[src/rtl/pipe_stage_reg.sv]
// Generic pipeline stage register: payload + control under valid/ready, with busywait stall and flush.
// Build option PIPE_SKID_EN adds a skid register so in_ready has no combinational path from out_ready.
module pipe_stage_reg #(
  parameter int DATA_W = 160,
  parameter int CTRL_W = 24
) (
  input  logic              clk,
  input  logic              reset,
  input  logic              busywait,
  input  logic              flush,
  input  logic              in_valid,
  output logic              in_ready,
  input  logic [DATA_W-1:0] in_data,
  input  logic [CTRL_W-1:0] in_ctrl,
  output logic              out_valid,
  input  logic              out_ready,
  output logic [DATA_W-1:0] out_data,
  output logic [CTRL_W-1:0] out_ctrl
);

  // Handshake: a side transfers at a rising edge when valid && ready are both high
  // (output side additionally requires !busywait); valid never depends on ready.
  logic              main_valid;
  logic [DATA_W-1:0] main_data;
  logic [CTRL_W-1:0] main_ctrl;
  logic              in_fire;
  logic              out_fire;

  assign out_fire = main_valid && out_ready && !busywait;
  assign in_fire  = in_valid && in_ready;

`ifdef PIPE_SKID_EN
  logic              skid_valid;
  logic [DATA_W-1:0] skid_data;
  logic [CTRL_W-1:0] skid_ctrl;
  logic              main_load;

  assign in_ready  = reset && !skid_valid && !busywait;
  assign main_load = !main_valid || out_fire;

  always_ff @(posedge clk or negedge reset) begin
    if (!reset) begin
      main_valid <= 1'b0;
      main_data  <= '0;
      main_ctrl  <= '0;
      skid_valid <= 1'b0;
      skid_data  <= '0;
      skid_ctrl  <= '0;
    end else if (flush) begin
      // Payload bits stay put; only the valid flags are killed.
      main_valid <= 1'b0;
      skid_valid <= 1'b0;
    end else if (!busywait) begin
      if (main_load) begin
        if (skid_valid) begin
          main_valid <= 1'b1;
          main_data  <= skid_data;
          main_ctrl  <= skid_ctrl;
          skid_valid <= in_fire;
          if (in_fire) begin
            skid_data <= in_data;
            skid_ctrl <= in_ctrl;
          end
        end else begin
          main_valid <= in_fire;
          if (in_fire) begin
            main_data <= in_data;
            main_ctrl <= in_ctrl;
          end
        end
      end else if (in_fire) begin
        skid_valid <= 1'b1;
        skid_data  <= in_data;
        skid_ctrl  <= in_ctrl;
      end
    end
  end
`else
  assign in_ready = reset && (!main_valid || out_ready) && !busywait;

  always_ff @(posedge clk or negedge reset) begin
    if (!reset) begin
      main_valid <= 1'b0;
      main_data  <= '0;
      main_ctrl  <= '0;
    end else if (flush) begin
      main_valid <= 1'b0;
    end else if (!busywait) begin
      if (in_fire) begin
        main_valid <= 1'b1;
        main_data  <= in_data;
        main_ctrl  <= in_ctrl;
      end else if (out_fire) begin
        main_valid <= 1'b0;
      end
    end
  end
`endif

  // An invalid entry presents a zero control field so a bubble decodes as a NOP.
  assign out_valid = main_valid;
  assign out_data  = main_data;
  assign out_ctrl  = main_valid ? main_ctrl : '0;

endmodule

[config.mk]
export PLATFORM = sky130hd
export DESIGN_NAME = pipe_stage_reg
export DESIGN_NICKNAME = d
export VERILOG_FILES = /design/src/rtl/pipe_stage_reg.sv
export SDC_FILE = /design/constraint.sdc
export NUM_CORES = 1
export LEC_CHECK = 0
export CORE_MARGIN = 2
export CORE_UTILIZATION = 35
export DETAILED_ROUTE_END_ITERATION = 8
export PLACE_DENSITY = 0.79
export SLEW_MARGIN = 20
export SYNTH_ARGS = -nofsm -noshare
export SYNTH_HDL_FRONTEND = slang
export SYNTH_SLANG_ARGS = --single-unit
[constraint.sdc]
create_clock -name clk -period 2.5 [get_ports clk]
set_clock_uncertainty 0.2 [all_clocks]
set_input_delay 0.25 -clock clk [delete_from_list [all_inputs] [get_ports clk]]
set_output_delay 0.25 -clock clk [all_outputs]
set_load 0.01 [all_outputs]
* Word-level counts from Yosys, hierarchy flattened
Index checks and enable logic that the tools add are counted.
Widths: inputs -> output; s select.
** Operators by class
- Div/mod/pow operators :: 0
- Order comparisons :: 0
- Add/sub/neg operators :: 0
- Reductions and logical operators :: 11
- Eq/ne operators :: 1
- Bitwise gates (word level) :: 2
- Multipliers :: 0
- Muxes and demuxes :: 5
- Shifts and indexed selects :: 0
** Operators by type and width (number)
- $mux 24 :: 1
- $logic_and 1x1->1 :: 5
- $mux 1 :: 4
- $reduce_and 3->1 :: 1
- $reduce_bool 3->1 :: 1
- $logic_not 1->1 :: 2
- $ne 2x1->1 const B :: 1
- $not 1->1 :: 2
- $reduce_and 2->1 :: 1
- $logic_or 1x1->1 :: 1
** Storage, ports and cells
- Logic and storage cells :: 22
- ROM bits :: 0
- Input bits :: 190
- Memory bits (writable) :: 0
- Bits in registers :: 185
- Memories :: 0
- Output and inout bits :: 186
- Latch bits :: 0

* Depth between registers and ports, before layout
- Word-level depth :: 8
- Mapped depth :: 5
- Mapped depth without buffers :: 3

* Worst setup path after synthesis
OpenSTA, ideal clock, no wires.
- Path kind :: register to register
- From :: register main_valid (netlist: out_valid)
- To :: register main_data[100] (netlist: out_data[100])
- Cell stages (with the launch flop) :: 5
- Clock period less this slack :: 1917 ps
- Path slack :: 583 ps
- Setup time :: 127 ps
- Buffers on the path :: 2
- Arrival :: 1590 ps
- Cells stage by stage :: dfrtp_1 a2111oi_4 buf_2 buf_6 mux2_1
** Between the ends
- Longest elaborated chain between the ends :: 6
** Ends and longest elaborated chain
- from (decl) :: RTL line 23 : logic main_valid;
- from (signal assigned) :: RTL line 83 : main_valid <= 1'b0;
- from (signal assigned) :: RTL line 87 : main_valid <= 1'b0;
- from (signal assigned) :: RTL line 90 : main_valid <= 1'b1;
- $logic_not 1->1 :: RTL line 79 : assign in_ready = reset && (!main_valid || out_ready) && !busywait;
- $logic_or 1x1->1 :: RTL line 79
- $logic_and 1x1->1 (2 in series) :: RTL line 79
- $logic_and 1x1->1 :: RTL line 30 : assign in_fire = in_valid && in_ready;
- $reduce_and 3->1 (no source line)
- to (signal assigned) :: RTL line 91 : main_data <= in_data;
- to (decl) :: RTL line 24 : logic [DATA_W-1:0] main_data;
No other way between the ends.
A chain may end at the register's enable or synchronous reset.

* Worst setup path after layout
- From :: register main_valid (netlist: out_valid)
- To :: output out_ctrl[12]
** Between the ends
- Longest elaborated chain between the ends :: 1
** Ends and longest elaborated chain
- $mux 24 :: RTL line 103 : assign out_ctrl = main_valid ? main_ctrl : '0;
- to (decl) :: RTL line 18 : output logic [CTRL_W-1:0] out_ctrl
No other way between the ends.

==> results.cfg <==
[final_layout]
multi_input_comb_area_um2 = 2280
nFillCells = 1667
drive_gt1_frac = 0.199
fin_nets = 1001
seqCellArea_um2 = 4630
area_growth_pct = 66.5
antennaDiodeCount = 0
layout.core_utilization = 0.589

[sta]
rsz0062_at_grt = no
fin_crit_sh = 0.913
drv_slew = 0
slew-limit-headroom = 0.476
hold_slack_ns = 0.227
max_freq_mhz = 438
hold_viol = 0
setup_viol = 0
period_needed_ns = 2.28
tns_ns = 0
tightest_slew_ns = 0.786

[synth]
synth_edf_count = 0
syn-instance-count = 423
yosysWarnings = 0
synth.avg_cell_area_um2 = 16.7
syn-cell-area_um2 = 7080
synth_area_leaders = dfrtp_1 (65%), mux2_2 (18%), mux2_1 (11%)
ys_seq_area_frac = 0.653
yosysTopAreaCell = dfrtp_1
synth-async-reset-ratio = 1.00
yosysMostFrequentCell = dfrtp_1
syn_nets = 613
netlist_top_cells_count = dfrtp_1 (185), mux2_2 (114), mux2_1 (70)
synth-seq-cells = 185
ys_types = 14
ys.flop_type = dfrtp_1
netlist.area_leader.share = 0.653

[worst_setup_path]
crit_type = flip-flop to output pin
cp_data_required_time_ns = 2.05
max_stage_delay_ns = 0.58
cp_cell_sequence = buf_4, and2_1, clkdlybuf4s50_1
startpoint = out_valid
arrival_ns = 1.83
critPathCaptureType = output pin
crit_fanout = 27
critPathLaunchType = flip-flop
r2r_start = out_valid
cp_slowest_cell = clkdlybuf4s50_1

[cts]
cts_buffer_depth = 2
path_clk_slew_ns = 0.08
cts_setup_buffers = 0
cts_tree = yes
clockRootBuffer = clkbuf_16
cts_resized = 0
h-tree-depth = 4
cts_sinks = 185
cts_inserted_buffers = 17
clkLatencyLatePin_ns = 0.41

[placed_design]
gp_congestion = 0.782
place_hpwl_um = 14900
numPortBuffers = 375

[run]
drv_cap = 0

[floorplanning]
die-area_um2 = 21400
pin_count = 376
start_util = 0.354
die_x_um = 146
die_h_um = 146
fp.coreArea_um2 = 20000
rows = 52

[global_route]
grt_start_max_net_pins = 103
antenna_found_initial = 0
grt_pass1_wl_um = 30500
grt_pass1_vias = 5449
grt_usage = 0.184
grt.overflow.total = 0

[power]
power.share.combinational = 0.284
seq_power_share = 0.428
power_switching_w = 0.00253
p_int_w = 0.00687
leakagePower_nw = 4.89
powerDensity_nw_per_um2 = 796
p_total_w = 0.00940
clockPowerShare = 0.288
switching_share = 0.269
vdd_drop_max_mv = 0.458

[min_path]
holdCritStartpoint = in_data[131]
hold_path_class = primary input to flip-flop

[routing]
dr.pass1.iters = 4
antenna_left = 0
vias_per_cell = 4.53
vias = 4961
drtIter0Drc = 99
drt_wl_total_um = 19300
wl_per_cell_um = 17.7
drc = 0

[status]
status = completed
path summary, 6_finish.rpt:
check	to	slack, ns	depth (start not counted)
max in group asynchronous	out_data[139]	0.74	4
min in group asynchronous	out_data[59]	0.25	3
worst min register to register	out_data[97]	0.28	1
worst max-delay path	out_ctrl[12]	0.22	3
worst min-delay path	out_data[131]	0.23	2
worst max register to register	out_data[65]	0.57	4
placed cells by master, fill, tap and decap left out, types with 2 or more instances in the layout:
cell / instances
and2_1: 24
clkbuf_16: 17
a21oi_1: 2
inv_6: 4
clkdlybuf4s50_1: 374
inv_1: 2
mux2_2: 114
buf_4: 9
clkinv_4: 4
mux2_1: 70
inv_8: 3
buf_12: 6
dfrtp_1: 185
per-layer routing:
metal / global-route usage / wire, µm / share of wire
met1: 0.207 / 7300 / 0.38
met3: 0.0700 / 1680 / 0.087
met2: 0.325 / 10000 / 0.52
met5: 0 / 0 / 0
met4: 0.0524 / 330 / 0.017
registers in the layout (all words and copies together) (netlist names):
name	flops
out_valid	1
main_ctrl	24
out_data	160
power by group through the flow:
| stage | clock network (W) | logic (W) | registers [W] |
|---|---|---|---|
| 6_report | 0.00271 | 0.00267 | 0.00402 |
| 3_5_place_dp | 0 | 0.00270 | 0.00408 |
| 2_1_floorplan | 0 | 0.000613 | 0.00432 |
| 5_1_grt | 0.00293 | 0.00282 | 0.00411 |
| 4_1_cts | 0.00280 | 0.00271 | 0.00403 |
| 3_3_place_gp | 0 | 0.00265 | 0.00404 |
repair_timing:
item / 4_1_cts / 5_1_grt
hold buffers: 1 / 0
endpoints found under the setup margin: 0 / 0
hold endpoints to repair: 21 / 0
metrics by stage:
step	cells	worst slack (ns)	instance area (µm²)
after floorplan	423	0.583	7080
after global placement	1061	0.145	11200
after detailed placement	1061	0.129	11200
after CTS	1094	0.185	11800
after global routing	1094	0.0722	11800
final	1094	0.217	11800
cell families after synthesis:
logic type,share of synthesized area
AOI/OAI and AO/OA,0.00600
muxes,0.292
DFF,0.653
and+or+nand+nor,0.0230
buffers and inverters,0.0251
area by class of cell:
cell class	instances	area share
Clock buffer	18	0.0372
Sequential cell	185	0.392
Clock inverter	14	0.0131
Timing Repair Buffer	391	0.335
Tap cell	270	0.0286
Multi-Input combinational cell	214	0.193
Inverter	2	0.000636
worst max-delay path, delay by kind of cell, from the launching register on:
kind                   cells  cell delay, ns
and+or+nand+nor            1            0.17
buffers and inverters      2            0.86
DFF                        1            0.39
Power figures use the tool's default switching activity.
